--- config.mk ---
export PLATFORM = sky130hd
export DESIGN_NAME = decoder_sched
export DESIGN_NICKNAME = d
export VERILOG_FILES = /design/src/rtl/tsp_pkg.sv /design/src/rtl/pos_fifo.sv /design/src/rtl/decoder_sched.sv
export SDC_FILE = /design/constraint.sdc
export NUM_CORES = 1
export LEC_CHECK = 0
export BUFFER_PORTS_ARGS = -buffer_cell sky130_fd_sc_hd__buf_4
export CAP_MARGIN = 30
export CORE_MARGIN = 4
export CORE_UTILIZATION = 35
export DETAILED_ROUTE_END_ITERATION = 16
export MAX_ROUTING_LAYER = met4
export PLACE_DENSITY = 0.58
export SETUP_SLACK_MARGIN = 0.15
export SLEW_MARGIN = 20
export SYNTH_ARGS = -nofsm -noshare
export SYNTH_HDL_FRONTEND = slang
export SYNTH_SLANG_ARGS = --single-unit
--- constraint.sdc ---
create_clock -name i_clk -period 18.5 [get_ports i_clk]
set_clock_uncertainty 0.2 [all_clocks]
set_input_delay 2.775 -clock i_clk [delete_from_list [all_inputs] [get_ports i_clk]]
set_output_delay 2.775 -clock i_clk [all_outputs]
set_load 0.01 [all_outputs]
--- src/rtl/tsp_pkg.sv ---
// tsp_pkg: shared widths, FSM encodings and popcount helper for the decoder scheduler
package tsp_pkg;

    localparam int CITY_W = 6;
    localparam int NCITY  = 64;
    localparam int CNT_W  = 7;

    typedef enum logic [2:0] {
        S_IDLE  = 3'd0,
        S_START = 3'd1,
        S_WAITB = 3'd2,
        S_SCAN  = 3'd3,
        S_DONE  = 3'd4
    } state_t;

    function automatic logic [CNT_W-1:0] popcount64(input logic [NCITY-1:0] m);
        logic [CNT_W-1:0] s;
        s = '0;
        for (int i = 0; i < NCITY; i++) s = s + CNT_W'(m[i]);
        return s;
    endfunction

endpackage

--- src/rtl/pos_fifo.sv ---
// pos_fifo: synchronous FIFO with occupancy count; a pop frees a slot for a same-cycle push
module pos_fifo #(
    parameter int DEPTH = 64,
    parameter int W     = 8
) (
    input  logic                   i_clk,
    input  logic                   i_reset,
    input  logic                   i_push,
    input  logic [W-1:0]           i_data,
    input  logic                   i_pop,
    output logic [W-1:0]           o_data,
    output logic                   o_empty,
    output logic                   o_full,
    output logic [$clog2(DEPTH):0] o_count
);
    localparam int AW = $clog2(DEPTH);

    logic [W-1:0]  r_mem [DEPTH];
    logic [AW-1:0] r_wr, r_rd;
    logic [AW:0]   r_count;
    logic          w_wr, w_rd;

    assign o_empty = (r_count == '0);
    assign o_full  = (r_count == (AW+1)'(DEPTH));
    assign o_count = r_count;
    assign w_rd    = i_pop && !o_empty;
    assign w_wr    = i_push && (!o_full || w_rd);
    assign o_data  = o_empty ? '0 : r_mem[r_rd];

    // storage array, written only on an accepted push
    always_ff @(posedge i_clk) begin
        if (w_wr) r_mem[r_wr] <= i_data;
    end

    // pointers and occupancy
    always_ff @(posedge i_clk) begin
        if (!i_reset) begin
            r_wr    <= '0;
            r_rd    <= '0;
            r_count <= '0;
        end else begin
            if (w_wr) r_wr <= r_wr + AW'(1);
            if (w_rd) r_rd <= r_rd + AW'(1);
            r_count <= r_count + (AW+1)'(w_wr) - (AW+1)'(w_rd);
        end
    end

endmodule

--- src/rtl/decoder_sched.sv ---
// decoder_sched: round-robin sharing of one set-bit decoder between two requesters, positions streamed via FIFO
module decoder_sched
    import tsp_pkg::*;
#(
    parameter int FIFO_DEPTH = 64,
    parameter int NREQ       = 2
) (
    input  logic              i_clk,
    input  logic              i_reset,
    input  logic [NREQ-1:0]   i_req_valid,
    input  logic [NCITY-1:0]  i_req_mask0,
    input  logic [NCITY-1:0]  i_req_mask1,
    output logic [NREQ-1:0]   o_req_ready,
    output logic              o_dec_start,
    output logic [NCITY-1:0]  o_dec_bit_position,
    input  logic              i_dec_idle,
    input  logic              i_dec_valid,
    input  logic [CITY_W-1:0] i_dec_position,
    output logic              o_out_valid,
    input  logic              i_out_ready,
    output logic              o_out_id,
    output logic [CITY_W-1:0] o_out_position,
    output logic              o_out_last,
    output logic              o_done_valid,
    output logic              o_done_id,
    output logic [CNT_W-1:0]  o_done_count,
    output logic              o_busy,
    output logic              o_err
);
    localparam int FW = $clog2(FIFO_DEPTH) + 1;

    state_t            r_state, w_next;
    logic [NCITY-1:0]  r_mask;
    logic              r_id, r_rr, r_zero_done, r_err;
    logic [CNT_W-1:0]  r_pcnt, r_push_cnt;
    logic [CNT_W-1:0]  w_pc0, w_pc1, w_gpc;
    logic [FW-1:0]     w_count, w_free;
    logic [NREQ-1:0]   w_elig;
    logic              w_grant, w_gid, w_push, w_pop, w_full, w_empty, w_err, w_last;
    logic [7:0]        w_fifo_out;

    assign w_pc0   = popcount64(i_req_mask0);
    assign w_pc1   = popcount64(i_req_mask1);
    assign w_free  = FW'(FIFO_DEPTH) - w_count;
    assign w_elig  = {i_req_valid[1] && (w_free >= FW'(w_pc1)),
                      i_req_valid[0] && (w_free >= FW'(w_pc0))};
    assign w_gid   = w_elig[r_rr] ? r_rr : !r_rr;
    assign w_gpc   = w_gid ? w_pc1 : w_pc0;
    assign w_grant = (r_state == S_IDLE) && |w_elig;
    assign w_pop   = !w_empty && i_out_ready;
    assign w_last  = (r_push_cnt + CNT_W'(1)) == r_pcnt;
    assign w_push  = (r_state == S_SCAN) && i_dec_valid && (r_push_cnt < r_pcnt);
    assign w_err   = (i_dec_valid && (r_state != S_SCAN))
                   || (i_dec_valid && (r_state == S_SCAN) && (r_push_cnt >= r_pcnt))
                   || (w_push && w_full && !w_pop)
                   || ((r_state == S_DONE) && (r_push_cnt != r_pcnt));

    pos_fifo #(.DEPTH(FIFO_DEPTH), .W(8)) u_fifo (
        .i_clk   (i_clk),
        .i_reset (i_reset),
        .i_push  (w_push),
        .i_data  ({r_id, w_last, i_dec_position}),
        .i_pop   (w_pop),
        .o_data  (w_fifo_out),
        .o_empty (w_empty),
        .o_full  (w_full),
        .o_count (w_count)
    );

    // next-state and per-state outputs; zero-popcount grants never leave S_IDLE
    always_comb begin
        w_next      = r_state;
        o_req_ready = '0;
        o_req_ready[w_gid] = w_grant;
        o_dec_start = (r_state == S_START);
        case (r_state)
            S_IDLE:  w_next = (w_grant && (w_gpc != '0)) ? S_START : S_IDLE;
            S_START: w_next = S_WAITB;
            S_WAITB: w_next = i_dec_idle ? S_WAITB : S_SCAN;
            S_SCAN:  w_next = i_dec_idle ? S_DONE : S_SCAN;
            S_DONE:  w_next = S_IDLE;
            default: w_next = S_IDLE;
        endcase
    end

    // job registers, arbitration pointer and sticky error
    always_ff @(posedge i_clk) begin
        if (!i_reset) begin
            r_state     <= S_IDLE;
            r_mask      <= '0;
            r_id        <= 1'b0;
            r_rr        <= 1'b0;
            r_zero_done <= 1'b0;
            r_err       <= 1'b0;
            r_pcnt      <= '0;
            r_push_cnt  <= '0;
        end else begin
            r_state     <= w_next;
            r_err       <= r_err | w_err;
            r_zero_done <= w_grant && (w_gpc == '0);
            if (w_grant) begin
                r_mask     <= w_gid ? i_req_mask1 : i_req_mask0;
                r_id       <= w_gid;
                r_pcnt     <= w_gpc;
                r_push_cnt <= '0;
            end else if ((r_state == S_SCAN) && i_dec_valid) begin
                r_push_cnt <= r_push_cnt + CNT_W'(1);
            end
            if (w_grant && (w_gpc == '0)) r_rr <= !w_gid;
            else if (r_state == S_DONE) r_rr <= !r_id;
        end
    end

    assign o_dec_bit_position = r_mask;
    assign o_out_valid    = !w_empty;
    assign o_out_id       = w_fifo_out[7];
    assign o_out_last     = w_fifo_out[6];
    assign o_out_position = w_fifo_out[5:0];
    assign o_done_valid   = (r_state == S_DONE) || r_zero_done;
    assign o_done_id      = o_done_valid ? r_id : 1'b0;
    assign o_done_count   = o_done_valid ? r_push_cnt : '0;
    assign o_busy         = (r_state != S_IDLE);
    assign o_err          = r_err;

endmodule
==> flow_summary.json <==
{
  "status": "complete, no violations",
  "synth.top_cell.area_share": 0.5318,
  "tightestPinTransition_ns": 0.9820,
  "cts-root-buf": "clkbuf_16",
  "layout_min_cycle_time_ns": 13.58,
  "max_cap_violations": 0,
  "vias": 16082,
  "clk_path_buf_depth": 3,
  "clk_latency_ns": 0.61,
  "fp-row-count": 105,
  "core_area_mm2": 0.08198,
  "ys_warn_count": 0,
  "wirelength_mm": 73.06,
  "synth_edf_count": 512,
  "start_util": 0.3526,
  "cts_buffers": 67,
  "cts_max_level": 3,
  "synthFlopType": "edfxtp_1",
  "drtAntennaViolNets": 0,
  "crit_path_frequent_cell": "fa_1",
  "fin_crit_sh": 0.7343,
  "tns_ns": 0,
  "max_freq_mhz": 73.62,
  "hold_buffers": 0,
  "clock_sinks": 622,
  "firstDrtPassIters": 5,
  "synth_area_mm2": 0.02891,
  "drtIter0Drc": 936,
  "ys_seq_elements": 622,
  "grt_usage": 0.1739,
  "synth-seq-area-share": 0.6080,
  "yosysMostFrequentCell": "edfxtp_1",
  "slew_headroom": 0.3419,
  "ys_types": 47,
  "report.final.slew_viol_count": 0,
  "drc": 0,
  "grt_max_degree": 103,
  "dp_hpwl_mm": 50.45,
  "ioPinCount": 228,
  "synth_nets": 2158,
  "gp_congestion": 0.8695,
  "layout.nets": 2386,
  "post_cts_buffers": 0,
  "ys_top_cells_by_count": "512 x edfxtp_1, 239 x inv_1, 160 x mux4_2, 110 x dfxtp_1, 109 x fa_1",
  "rrSetupSlack_ns": 13.76,
  "area_delta_synth_final_pct": 17.43,
  "die_area_mm2": 0.08726,
  "synthArstFlopShare": 0,
  "drive_above_1_share": 0.2434,
  "via_per_inst": 5.033,
  "finalHoldViolCount": 0,
  "rsz0062_at_grt": "false",
  "worst_setup_path_start_kind": "primary input",
  "grt_pass1_vias": 17341,
  "synth_area_leader_cell": "edfxtp_1",
  "synthTopCellsByArea": "edfxtp_1 53%, mux4_2 12%, dfxtp_1 7.6%, fa_1 7.5%, mux2i_1 3.2%",
  "die-width_um": 295.4,
  "antenna_found_initial": 1,
  "die_h_um": 295.4,
  "wl_per_cell_um": 22.87,
  "clkSlewWorstSetupHoldPaths_ns": 0.06,
  "grt_pass1_wl_mm": 109.7,
  "cp_slowest_cell": "o21ai_4",
  "critical_path.max_fanout": 24,
  "avgSynthCellArea_um2": 15.69,
  "cp_data_arrival_time_ns": 10.61,
  "gr-total-overflow": 0,
  "synthCells": 1842,
  "cts-resized-gates": 0,
  "setup-violations-final": 0,
  "cts_tree": "built",
  "end_kind": "output pin",
  "io_buffer_count": 227,
  "hold_path_class": "reg2reg",
  "path_class": "in2out",
  "worst_ep_required_time_ns": 15.53,
  "slowest_delay_ns": 0.78
}
## area by class of cell
type,instances,area (um^2)
Antenna cell,1,2.502
Clock buffer,87,1783
Clock inverter,36,337.8
Fill cell,7503,48030
Inverter,239,897.1
Multi-Input combinational cell,896,10070
Sequential cell,622,17590
Tap cell,1070,1339
Timing Repair Buffer,244,1932
## worst max-delay path: cells and delay by family
kind                       cells  cell delay (ns)
AOI/OAI and AO/OA              5             1.46
adders and majority gates     11             4.95
and+or+nand+nor                4             0.69
buffers and inverters          9             0.72
## state kept, by name (all words and copies together), names as in the netlist, named ones only
signal / cells
r_state: 3
u_fifo.r_mem: 512
u_fifo.o_count: 7
r_push_cnt: 7
u_fifo.r_wr: 6
r_rr: 1
o_err: 1
o_dec_bit_position: 64
u_fifo.r_rd: 6
r_zero_done: 1
r_pcnt: 7
r_id: 1
## cells by family after synthesis
kind of cell             count (synthesis)  share of synthesized area
flip-flops                             622                     0.6080
buffers and inverters                  324                    0.04462
multiplexers                           254                     0.1573
AND/OR/NAND/NOR                        227                    0.03744
AO/OA/AOI/OAI                          205                    0.03796
adder cells (fa/ha/maj)                175                     0.1040
XOR/XNOR                                35                    0.01060
## per-layer routing
layer | share of wire | GRT usage
met2 | 0.50 | 0.2895
met4 | 0.034 | 0.05993
met5 | 0 | -
met1 | 0.39 | 0.2035
met3 | 0.073 | 0.04920
## per-stage QoR
step	worst slack [ns]	hold WS (ns)	util	instances	cell area, um^2
floorplan	5.936	0.2591	-	1842	28910
global placement	5.027	0.2965	0.3864	3065	31680
detailed placement	4.911	0.3185	0.3874	3068	31760
CTS	4.894	0.3266	0.4133	3191	33880
global route	4.486	0.3371	0.4141	3195	33950
finish	4.916	0.3234	0.4141	3195	33950
## cell usage in the layout, fill, tap and decap left out, drive strengths merged, types with 6 or more instances in the layout
cell type / n
clkinv: 27
nor2: 105
mux4: 160
o22ai: 12
xor2: 11
inv: 243
and2: 7
xnor2: 24
nand4b: 6
dfxtp: 110
nor2b: 15
o21ai: 85
fa: 109
nand2b: 9
nor3: 7
ha: 66
clkbuf: 87
a21oi: 89
nand2: 34
edfxtp: 512
buf: 244
mux2i: 91
nand3: 12
## worst paths after layout
| kind | start | end | depth (start not counted) |
|---|---|---|---|
| max | i_req_mask0[35] | o_req_ready[1] | 29 |
| min | r_pcnt[5] | r_pcnt[5] | 2 |
| max reg2reg | u_fifo.o_count[1] | o_dec_bit_position[40] | 13 |
| min reg2reg | r_pcnt[5] | r_pcnt[5] | 2 |
Power is not shown: default switching activity piles up to over one toggle a cycle in this logic, so the estimate is an artifact.
